`src/rtl/stream_buffer_if.sv`:
```
// Stream handshake bundle for stream_buffer: upstream x_* and downstream y_* channels.
// The occupancy signal 'level' exists only when STREAM_BUFFER_LEVEL_EN is defined.
interface stream_buffer_if #(
    parameter int WIDTH = 32
`ifdef STREAM_BUFFER_LEVEL_EN
    , parameter int DEPTH = 4
`endif
);
    logic [WIDTH-1:0] x_data;
    logic             x_valid;
    logic             x_ready;
    logic [WIDTH-1:0] y_data;
    logic             y_valid;
    logic             y_ready;
`ifdef STREAM_BUFFER_LEVEL_EN
    logic [$clog2(DEPTH+1)-1:0] level;
`endif

    // Environment view: feeds x_*, consumes y_*.
    modport master (
        output x_data, x_valid, y_ready,
        input  x_ready, y_data, y_valid
`ifdef STREAM_BUFFER_LEVEL_EN
        , input level
`endif
    );

    // Buffer view.
    modport slave (
        input  x_data, x_valid, y_ready,
        output x_ready, y_data, y_valid
`ifdef STREAM_BUFFER_LEVEL_EN
        , output level
`endif
    );
endinterface

```
`src/rtl/stream_buffer.sv`:
```
// Registered-output FIFO stream buffer, DEPTH entries (power of two), latency 1.
// Define STREAM_BUFFER_LEVEL_EN to expose the registered occupancy on bus.level.
module stream_buffer #(
    parameter int WIDTH = 32,
    parameter int DEPTH = 4
) (
    input  logic           clk,
    input  logic           rst,
    stream_buffer_if.slave bus
);
    localparam int AW = $clog2(DEPTH);
    localparam int CW = $clog2(DEPTH+1);

    logic [WIDTH-1:0] mem [DEPTH];
    logic [AW-1:0]    rptr;
    logic [AW-1:0]    wptr;
    logic [CW-1:0]    count;
    logic [CW-1:0]    count_nxt;
    logic             xr;
    logic             yv;
    logic             push;
    logic             pop;

    // Handshake flags are registered so that they read 0 during reset even though count is already 0.
    always_comb begin
        push      = bus.x_valid && xr && !rst;
        pop       = yv && bus.y_ready && !rst;
        count_nxt = count;
        if (push && !pop)
            count_nxt = count + 1'b1;
        else if (pop && !push)
            count_nxt = count - 1'b1;
    end

    always_ff @(posedge clk) begin
        if (rst) begin
            rptr  <= '0;
            wptr  <= '0;
            count <= '0;
            xr    <= 1'b0;
            yv    <= 1'b0;
        end else begin
            if (push)
                wptr <= wptr + 1'b1;
            if (pop)
                rptr <= rptr + 1'b1;
            count <= count_nxt;
            xr    <= (count_nxt != CW'(DEPTH));
            yv    <= (count_nxt != '0);
        end
    end

    always_ff @(posedge clk) begin
        if (push)
            mem[wptr] <= bus.x_data;
    end

    assign bus.x_ready = xr;
    assign bus.y_valid = yv;
    assign bus.y_data  = mem[rptr];
`ifdef STREAM_BUFFER_LEVEL_EN
    assign bus.level   = count;
`endif
endmodule

```
`src/flat_wrapper.sv`:
```
// flat-port wrapper written by rule: the top's interface ports become plain ports
module stream_buffer_flat 
#(
    parameter int WIDTH = 32,
    parameter int DEPTH = 4
)
  (clk, rst, bus_x_data, bus_x_valid, bus_y_ready, bus_x_ready, bus_y_data, bus_y_valid);
  stream_buffer_if #(.WIDTH(WIDTH)) bus_i ();
  input  logic clk;
  input  logic rst;
  input wire logic [$bits(bus_i.x_data)-1:0] bus_x_data;
  input wire logic [$bits(bus_i.x_valid)-1:0] bus_x_valid;
  input wire logic [$bits(bus_i.y_ready)-1:0] bus_y_ready;
  output wire logic [$bits(bus_i.x_ready)-1:0] bus_x_ready;
  output wire logic [$bits(bus_i.y_data)-1:0] bus_y_data;
  output wire logic [$bits(bus_i.y_valid)-1:0] bus_y_valid;
  assign bus_i.x_data = bus_x_data;
  assign bus_i.x_valid = bus_x_valid;
  assign bus_i.y_ready = bus_y_ready;
  assign bus_x_ready = bus_i.x_ready;
  assign bus_y_data = bus_i.y_data;
  assign bus_y_valid = bus_i.y_valid;
  stream_buffer #(.WIDTH(WIDTH), .DEPTH(DEPTH)) u_core (.clk(clk), .rst(rst), .bus(bus_i));
endmodule
```
`config.mk`:
```
export PLATFORM = sky130hd
export DESIGN_NAME = stream_buffer_flat
export DESIGN_NICKNAME = d
export VERILOG_FILES = /design/src/rtl/stream_buffer_if.sv /design/src/rtl/stream_buffer.sv /design/src/flat_wrapper.sv
export SDC_FILE = /design/constraint.sdc
export NUM_CORES = 1
export LEC_CHECK = 0
export ABC_CLOCK_PERIOD_IN_PS = 4500
export CAP_MARGIN = 40
export CORE_MARGIN = 10
export CORE_UTILIZATION = 45
export CTS_CLUSTER_SIZE = 20
export DETAILED_ROUTE_END_ITERATION = 10
export PLACE_DENSITY_LB_ADDON = 0.2
export SYNTH_ARGS = -nofsm -noshare
export SYNTH_HDL_FRONTEND = slang
export SYNTH_SLANG_ARGS = --single-unit
```
`constraint.sdc`:
```
create_clock -name clk -period 4.5 [get_ports clk]
set_input_delay 0.9 -clock clk [delete_from_list [all_inputs] [get_ports clk]]
set_output_delay 0.9 -clock clk [all_outputs]
set_load 0.01 [all_outputs]
```
==> results of run 1 <==
worst reg2reg max path: stages, from the launching register on:
cell      delay [ns]
dfxtp_1         0.39
inv_1           0.10
ha_1            0.34
or4_4           0.53
o211ai_2        0.10
a31oi_1         0.10
cell families after synthesis:
kind of cell / synth area share
compound gates: 0.008689
xor+xnor: 0.01159
fa+ha+maj: 0.01448
buf+inv: 0.01182
flops: 0.7838
mux: 0.1412
simple gates: 0.02847
Yosys cell counts (2+ instances only):
library cell  count
a21oi_1           2
and2_1            2
buf_1             3
buf_4             3
clkbuf_1          2
dfxtp_1          11
edfxtp_1        128
ha_1              6
inv_1             4
mux4_2           32
nand2_1           7
nand3_1           2
nand4_1           2
nor2_1            6
nor3b_1           4
xnor2_1           3
xor2_1            2
registers in the layout, indices dropped and copies added (netlist names), named ones only:
| signal | flops |
|---|---|
| u_core.rptr | 2 |
| u_core.bus.y_valid | 1 |
| u_core.mem | 128 |
| u_core.count | 3 |
| u_core.bus.x_ready | 1 |
| u_core.wptr | 2 |
cell usage in the layout, fill, tap and decap left out, types with 2 or more instances in the layout:
cell type / n
clkinvlp_4: 3
a21oi_1: 2
buf_4: 6
xnor2_1: 3
bufinv_16: 3
nor3b_2: 4
clkbuf_1: 2
clkbuf_16: 17
nor2_1: 6
clkbuf_8: 3
xor2_1: 2
nand2_1: 7
dfxtp_2: 2
clkinv_2: 2
inv_1: 4
ha_1: 6
and2_1: 2
nand3_1: 2
clkdlybuf4s50_1: 69
mux4_2: 32
edfxtp_1: 128
nand4_1: 2
dfxtp_1: 9
where the power goes:
part | internal, mW | total, mW | switching [mW]
Clock | 0.916 | 1.41 | 0.490
Sequential | 1.45 | 1.49 | 0.0392
Combinational | 0.233 | 0.390 | 0.158
worst paths after layout:
kind / from / to / slack [ns] / cells past startpoint
setup / recovery: flop / bus_y_data[30] / 1.04 / 3
hold / removal: u_core.wptr[1]$_SDFFE_PP0P_ / u_core.wptr[1]$_SDFFE_PP0P_ / 0.49 / 2
setup reg to reg: u_core.count[0]$_SDFF_PP0_ / u_core.bus.x_ready$_SDFF_PP0_ / 2.80 / 5
hold reg to reg: u_core.wptr[1]$_SDFFE_PP0P_ / u_core.wptr[1]$_SDFFE_PP0P_ / 0.49 / 2
stage by stage:
stage          power (mW)  utilization  setup WS (ns)  hold WS (ns)  instances
4_1_cts             3.331       0.5908         0.9290        0.4963        472
3_3_place_gp        1.912       0.5344          1.409        0.4922        439
3_5_place_dp        1.921       0.5368          1.390        0.4886        440
6_report            3.288       0.5908          1.038        0.4927        472
2_1_floorplan       1.729            -         0.5314        0.4692        230
5_1_grt             3.415       0.5908         0.8450        0.5446        472
routing by layer:
metal	vias up	wire (um)	GRT usage
met4	0	128	0.06028
met5	-	0	0
met1	1246	3945	0.1458
li1	1120	-	-
met3	11	514	0.04839
met2	60	4633	0.1862
final cells by class:
| class | instances | area share |
|---|---|---|
| Sequential cell | 139 | 0.6053 |
| Multi-Input combinational cell | 78 | 0.1607 |
| Timing Repair Buffer | 76 | 0.1136 |
| Clock buffer | 22 | 0.07059 |
| Tap cell | 143 | 0.02663 |
| Clock inverter | 10 | 0.02086 |
| Inverter | 4 | 0.002235 |
==> metrics.md, run 1 <==
| Metric | Value |
|---|---|
| Outcome | complete, no violations |
| Worst slew pin tran | 0.6821 ns |
| Max-cap viol count | 0 |
| CTS tree | done |
| CP peak stage delay | around 0.77 ns |
| Synth area leader | edfxtp_1 |
| Critical path type | flop to primary output |
| Area growth syn-to-layout | 29.56% |
| Relative slew slack | 0.5453 |
| CTS Buf Count | 17 |
| Final nets | 358 |
| Clock sinks | 139 |
| FMAX | 0.2889 GHz |
| # hold bufs at CTS | 0 |
| Wirelength per Cell | 19.54 um |
| Layout cell share with drive strength beyond 1 | 0.2432 |
| Chip height | 127.3 um |
| GPL Wtd Cong | about 0.76 |
| Initial antenna violation count | 0 |
| Post-synthesis sequential area ratio | 0.7838 |
| Synth top area share | 0.7413 |
| DRT iter0 DRCs | ~130 |
| Synthesis warning total | 0 |
| Worst Path Buf+Inv | 2 |
| Post-DP HPWL | 5674 um |
| Die width | ~130 um |
| CP delay by family, top | buffers and inverters |
| Number of flops mapped to enable cells by yosys | between 100 and 150 |
| H-tree depth | 4 |
| Mapped Area | around 5200 sq um |
| Port Buf Inserts | 69 |
| Largest net degree at the start of global routing | 33 |
| Clock latency on the worst-skew pair | 0.41 ns |
| RSZ-0062 raised after global routing | no |
| Crit path launch type | flop |
| Post-DRT Antenna Nets | 0 |
| Die area | 16220 sq um |
| Skew final | 0.005061 ns |
| Antenna diode count | 0 |
| Grt ovf | 0 |
| Clock slew seen by the registers of the worst setup and hold paths | 0.05 ns |
| Clk root buf | clkbuf_16 |
| Synth area leaders | edfxtp_1, mux4_2, dfxtp_1 |
| Post-CTS Repair Setup Buffers | 0 |
| Filler cells | 850 |
| Reg area | 4066 sq um |
| Drt pass-1 iters | 4 |
| Setup tns final | 0 ns |
| Maximum vdd drop | 0.0001922 V |
| Setup crit end kind | primary output |
| Hold Fails Final Rpt | 0 |
| Static Leakage | between 2 and 2.5 nW |
| DR vias | 2437 |
| Final Max Slew Viols | 0 |
| Worst Path Arrival | 2.56 ns |
| FFs w/ async S/R, synth | 0 |
| Post-Layout Inst Area | 6718 sq um |
| Syn nets | 272 |
| Site Rows | 39 |
| Post-synthesis cell type count | 28 |
| Cells after Synth | 230 |
| Final worst-path cycle share | 0.7692 |
| Syn_area_per_cell | 22.54 sq um |
| CP max-delay cell | dfxtp_2 |
| Final Critical Period | ~3.5 ns |
| Global-route wire length before repair | 14770 um |
| Total wire length | 9221 um |
| Post-CTS sizing | 0 |
| Worst-path cell chain | buf_4 -> mux4_2 -> clkdlybuf4s50_1 |
| # setup viols final | 0 |
| Post-place instance area | 6103 sq um |
| Multi-input logic area | 1080 sq um |
| PD cells | 489.5 nW/um^2 |
| Initial core utilization | 0.4560 |
| DRC | 0 |
| Longest Clk Path Bufs | 2 |
| IO Count | 70 |
| Crit path max fanout | 18 |
| Seq cells post-synth | 139 |
| DR vias/cell | slightly above 5 |
| Synth Flop Type | edfxtp_1 |
| Vias in the first global route | 2615 |
| Hold crit path type | flop to flop |
| Total GRT Usage | 0.1212 |
| Crit path required time | 3.60 ns |
| Core Footprint | 11370 sq um |
Power figures use the tool's default switching activity.
==> run 2: changes to the inputs <==
--- a/config.mk
+++ b/config.mk
@@ -5,7 +5,7 @@
 export SDC_FILE = /design/constraint.sdc
 export NUM_CORES = 1
 export LEC_CHECK = 0
-export ABC_CLOCK_PERIOD_IN_PS = 4500
+export ABC_CLOCK_PERIOD_IN_PS = 3600
 export CAP_MARGIN = 40
 export CORE_MARGIN = 10
 export CORE_UTILIZATION = 45
==> constraint.sdc (replaced) <==
create_clock -name clk -period 3.6 [get_ports clk]
set_input_delay 0.72 -clock clk [delete_from_list [all_inputs] [get_ports clk]]
set_output_delay 0.72 -clock clk [all_outputs]
set_load 0.01 [all_outputs]
==> metrics.md, run 2 (same netlist as run 1, synthesis figures left out) <==
| Metric | Value |
|---|---|
| Maximum vdd drop | roughly 0.00036 V |
| Static Leakage | between 2 and 2.5 nW |
| Die area | between 15000 and 20000 sq um |
| Reg2Reg Setup Slack | around 2.0 ns |
| Hold path startpoint | u_core.wptr[1]$_SDFFE_PP0P_ |
| PD cells | 592.4 nW/um^2 |
| Global-route wire length before repair | 15260 um |
| DRC | 0 |
| Max FFs per register | 128 |
| Layout cell share with drive strength beyond 1 | 0.2462 |
| Crit path required time | 2.88 ns |
| IO Count | 70 |
| Hold path depth | 2 |
| Filler cells | between 800 and 900 |
| Vias in the first global route | between 2000 and 3000 |
| Post-place instance area | just over 6000 sq um |
| CP delay by family, top | buffers and inverters |
| Crit path launch type | flop |
| Worst Path Buf+Inv | 2 |
| Final Max Slew Viols | 0 |
| Relative slew slack | 0.7316 |
| CP peak stage delay | approximately 0.56 ns |
| Die width | 127.3 um |
| Post-DP HPWL | 5965 um |
| Worst slew pin tran | 0.4014 ns |
| GPL Wtd Cong | ~0.75 |
| Post-CTS sizing | 0 |
| Critical path type | flop to primary output |
| Largest register by flop count | u_core.mem |
| RSZ-0062 raised after global routing | no |
| Clk root buf | clkbuf_16 |
| Drt pass-1 iters | 4 |
| Largest net degree at the start of global routing | 28 |
| Port Buf Inserts | 69 |
| Max-cap viol count | 0 |
| Core Footprint | 11370 sq um |
| Clock slew seen by the registers of the worst setup and hold paths | 0.05 ns |
| Post-Layout Inst Area | 6706 sq um |
| Initial antenna violation count | 1 |
| Total wire length | 9315 um |
| Area growth syn-to-layout | 29.34% |
| Worst r2r src | u_core.count[0]$_SDFF_PP0_ |
| Site Rows | 39 |
| Crit path max fanout | 27 |
| Hold Fails Final Rpt | 0 |
| Final Critical Period | 2.937 ns |
| Post-DRT Antenna Nets | 0 |
| Most common cell after layout, fill and taps aside | edfxtp_1 |
| R2R depth | 5 |
| Grt ovf | 0 |
| Setup crit end kind | primary output |
| Initial core utilization | 0.4560 |
| Total GRT Usage | 0.1220 |
| Worst Path Arrival | 2.22 ns |
| Final nets | 363 |
| Total design power | 3.973 mW |
| Post-CTS Repair Setup Buffers | 0 |
| Reg area | 4066 sq um |
| CTS tree | done |
| Clock latency on the worst-skew pair | 0.40 ns |
| # setup viols final | 0 |
| Skew final | 0.009330 ns |
| DR vias/cell | 5.147 |
| Hold Crit Endpoint | u_core.wptr[1]$_SDFFE_PP0P_ |
| Outcome | complete, no violations |
| Commonest non-fill, non-tap cells in the layout | edfxtp_1, clkdlybuf4s50_1, mux4_2, clkbuf_16, buf_4 |
| DRT iter0 DRCs | 222 |
| # hold bufs at CTS | 0 |
| H-tree depth | 4 |
| Largest regs | u_core.mem (128), u_core.count (3) |
| FMAX | 0.3404 GHz |
| Worst-path cell chain | buf_12 -> mux4_2 -> clkdlybuf4s50_1 |
| Hold crit path type | flop to flop |
| Clock sinks | 139 |
| CP max-delay cell | mux4_2 |
| Chip height | about 130 um |
| Final worst-path cycle share | 0.8160 |
| R2R Path End | u_core.bus.x_ready$_SDFF_PP0_ |
| Multi-input logic area | 1092 sq um |
| CTS Buf Count | 17 |
| DR vias | 2455 |
| Wirelength per Cell | 19.53 um |
| Longest Clk Path Bufs | 2 |
-- run 2: how the worst max path moves through the flow --
stage | depth (start not counted) | to | slack, ns | from
6_report | 3 | bus_y_data[27] | 0.66 | flop
3_5_place_dp | 4 | u_core.mem[1][22]$_DFFE_PP_ | 1.04 | bus_x_valid
5_1_grt | 3 | bus_y_data[17] | 0.52 | flop
4_1_cts | 3 | bus_y_data[15] | 0.60 | flop
3_3_place_gp | 3 | bus_y_data[12] | 1.05 | flop
2_1_floorplan | 2 | u_core.mem[0][0]$_DFFE_PP_ | -0.19 | rst
-- run 2: metal layers --
layer  vias up  part of all wire  global-route usage
met1      1245              0.42              0.1422
met3        10             0.066             0.05376
met2        66              0.51              0.1964
met5         -                 0                   0
li1       1134                 -                   -
met4         0            0.0084             0.04354
-- run 2: layout make-up --
class                      count  area share
sequential                   139      0.6063
clock inverter                13     0.01922
timing repair buffer          81      0.1183
tap                          143     0.02668
clock buffer                  18     0.06399
antenna                        1   0.0003731
inverter                       4    0.002239
multi-input combinational     78      0.1629
-- run 2: worst reg2reg max path, delay by kind of cell, from the launching register on --
kind / cells / cell delay, ns
buffers and inverters: 1 / 0.10
adder cells (fa/ha/maj): 1 / 0.34
AO/OA/AOI/OAI: 2 / 0.18
flip-flops: 1 / 0.39
AND/OR/NAND/NOR: 1 / 0.53
-- run 2: power by group --
part	leakage (nW)	switching, mW	internal, mW
Combinational	0.665	0.216	0.296
Sequential	1.25	0.0333	1.82
Clock	0.272	0.605	1.01
Total	2.18	0.855	3.12
-- run 2: through the flow --
stage	worst slack, ns	hold WS [ns]	setup TNS [ns]	std cells	utilization
3_5_place_dp	1.038	0.5085	0	445	0.5406
4_1_cts	0.6047	0.5137	0	476	0.5896
5_1_grt	0.5194	0.5592	0	476	0.5896
6_report	0.6625	0.5191	0	477	0.5899
3_3_place_gp	1.049	0.4951	0	445	0.5406
2_1_floorplan	-0.1886	0.4692	-12.07	230	-
==> run 3: changes to the inputs <==
--- a/config.mk
+++ b/config.mk
@@ -5,7 +5,7 @@
 export SDC_FILE = /design/constraint.sdc
 export NUM_CORES = 1
 export LEC_CHECK = 0
-export ABC_CLOCK_PERIOD_IN_PS = 3600
+export ABC_CLOCK_PERIOD_IN_PS = 3000
 export CAP_MARGIN = 40
 export CORE_MARGIN = 10
 export CORE_UTILIZATION = 45
==> constraint.sdc (replaced) <==
create_clock -name clk -period 3 [get_ports clk]
set_input_delay 0.6 -clock clk [delete_from_list [all_inputs] [get_ports clk]]
set_output_delay 0.6 -clock clk [all_outputs]
set_load 0.01 [all_outputs]
==> metrics.md, run 3 (same netlist as run 1, synthesis figures left out) <==
| Metric | Value |
|---|---|
| Switching share of power | 0.2119 |
| Outcome | complete, no violations |
| Die area | 16220 sq um |
| Reg2Reg Setup Slack | between 1 and 1.5 ns |
| PD cells | 719.9 nW/um^2 |
| CTS tree | done |
| Grt ovf | 0 |
| Die width | approximately 130 um |
| Power Internal | approximately 3.8 mW |
| Drt pass-1 iters | 4 |
| Crit path launch type | flop |
| Switching pwr | around 1 mW |
| Clk root buf | clkbuf_16 |
| Hold path startpoint | u_core.wptr[1]$_SDFFE_PP0P_ |
| Total wire length | about 9400 um |
| Commonest non-fill, non-tap cells in the layout | edfxtp_1, clkdlybuf4s50_1, mux4_2, clkbuf_16, buf_4 |
| Worst Path Arrival | 2.24 ns |
| DRC | 0 |
| Antenna diode count | 0 |
| Setup tns final | 0 ns |
| Crit path required time | 2.40 ns |
| Final Max Slew Viols | 0 |
| Final hold slack | between 0.5 and 0.6 ns |
| Largest regs | u_core.mem (128), u_core.count (3) |
| Most common cell after layout, fill and taps aside | edfxtp_1 |
| RSZ-0062 raised after global routing | no |
| CP delay by family, top | buffers and inverters |
| Initial antenna violation count | 1 |
| Worst Path Buf+Inv | 2 |
| Final nets | 364 |
| Final worst-path cycle share | 0.9470 |
| Worst slew pin tran | ~0.49 ns |
| GPL Wtd Cong | around 0.7 |
| Clock sinks | 139 |
| DR vias/cell | approximately 5.2 |
| Largest net degree at the start of global routing | 28 |
| Post-DP HPWL | between 6000 and 7000 um |
| Worst-path cell chain | buf_4 -> mux4_2 -> clkdlybuf4s50_1 |
| Final Critical Period | 2.841 ns |
| Hold Fails Final Rpt | 0 |
| Total design power | 4.855 mW |
| FMAX | between 0.3 and 0.4 GHz |
| Hold crit path type | flop to flop |
| Clock latency on the worst-skew pair | about 0.40 ns |
| Final core occ | 0.5932 |
| Static Leakage | between 2 and 2.5 nW |
| Post-CTS Repair Setup Buffers | 0 |
| Total GRT Usage | 0.1228 |
| Global-route wire length before repair | 15170 um |
| Layout cell share with drive strength beyond 1 | 0.2523 |
| CTS Buf Count | 17 |
| Largest register by flop count | u_core.mem |
| Area growth syn-to-layout | 30.07% |
| Post-CTS sizing | 0 |
| # setup viols final | 0 |
| Filler cells | about 860 |
| # hold bufs at CTS | 0 |
| Critical path type | flop to primary output |
| Clock slew seen by the registers of the worst setup and hold paths | around 0.05 ns |
| Comb power frac | 0.127 |
| Maximum vdd drop | ~0.00036 V |
| Crit path max fanout | 8 |
| Initial core utilization | 0.4560 |
| Worst r2r src | u_core.count[0]$_SDFF_PP0_ |
| Wirelength per Cell | 19.66 um |
| Vias in the first global route | 2738 |
| DRT iter0 DRCs | about 140 |
| Port Buf Inserts | 69 |
| Site Rows | 39 |
| CP max-delay cell | mux4_2 |
| Clk pwr share | 0.415 |
| Sequential Power Share | 0.458 |
| DR vias | ~2500 |
| Max-cap viol count | 0 |
| Setup crit end kind | primary output |
| Longest Clk Path Bufs | 2 |
| H-tree depth | 4 |
| Relative slew slack | 0.6748 |
| Chip height | 127.3 um |
| Skew final | 0.005118 ns |
| IO Count | 70 |
| Max FFs per register | 128 |
| Core Footprint | 11370 sq um |
| Post-DRT Antenna Nets | 0 |
| CP peak stage delay | 0.54 ns |
run 3: worst reg2reg max path: stages (launching register included):
cell	delay, ns
dfxtp_1	0.40
inv_1	0.10
ha_1	0.35
or4_4	0.52
o211ai_2	0.09
a31oi_1	0.10
run 3: final cells by class:
| class | instances | area [sq um] | share of cell area |
|---|---|---|---|
| Tap cell | 143 | 178.9 | 0.02653 |
| Timing Repair Buffer | 82 | 813.3 | 0.1206 |
| Multi-Input combinational cell | 78 | 1092 | 0.1620 |
| Clock inverter | 13 | 152.6 | 0.02263 |
| Sequential cell | 139 | 4066 | 0.6030 |
| Inverter | 4 | 15.01 | 0.002226 |
| Clock buffer | 17 | 425.4 | 0.06308 |
run 3: metal layers:
metal / global-route usage / vias to the layer above / wire length [um]
li1: - / 1129 / -
met1: 0.1514 / 1263 / 4068
met2: 0.1874 / 66 / 4541
met3: 0.05294 / 8 / 664
met4: 0.04823 / 0 / 82
met5: 0 / - / 0
run 3: final timing paths:
check / to / cells past startpoint
setup / recovery: bus_y_data[1] / 3
hold / removal: u_core.wptr[1]$_SDFFE_PP0P_ / 2
setup reg to reg: u_core.bus.x_ready$_SDFF_PP0_ / 5
hold reg to reg: u_core.wptr[1]$_SDFFE_PP0P_ / 2
run 3: power groups by stage:
stage / Sequential [mW] / Clock, mW / Combinational (mW)
floorplan: 2.25 / 0 / 0.348
global placement: 2.26 / 0 / 0.621
detailed placement: 2.26 / 0 / 0.626
CTS: 2.22 / 2.06 / 0.630
global route: 2.23 / 2.16 / 0.672
finish: 2.22 / 2.02 / 0.614
run 3: metrics by stage:
step / cell area, sq um / setup WS [ns] / cells
CTS: 6744 / 0.1074 / 476
global route: 6744 / 0.04665 / 476
global placement: 6166 / 0.5718 / 446
detailed placement: 6166 / 0.5615 / 446
floorplan: 5195 / -0.6686 / 230
finish: 6744 / 0.1591 / 476
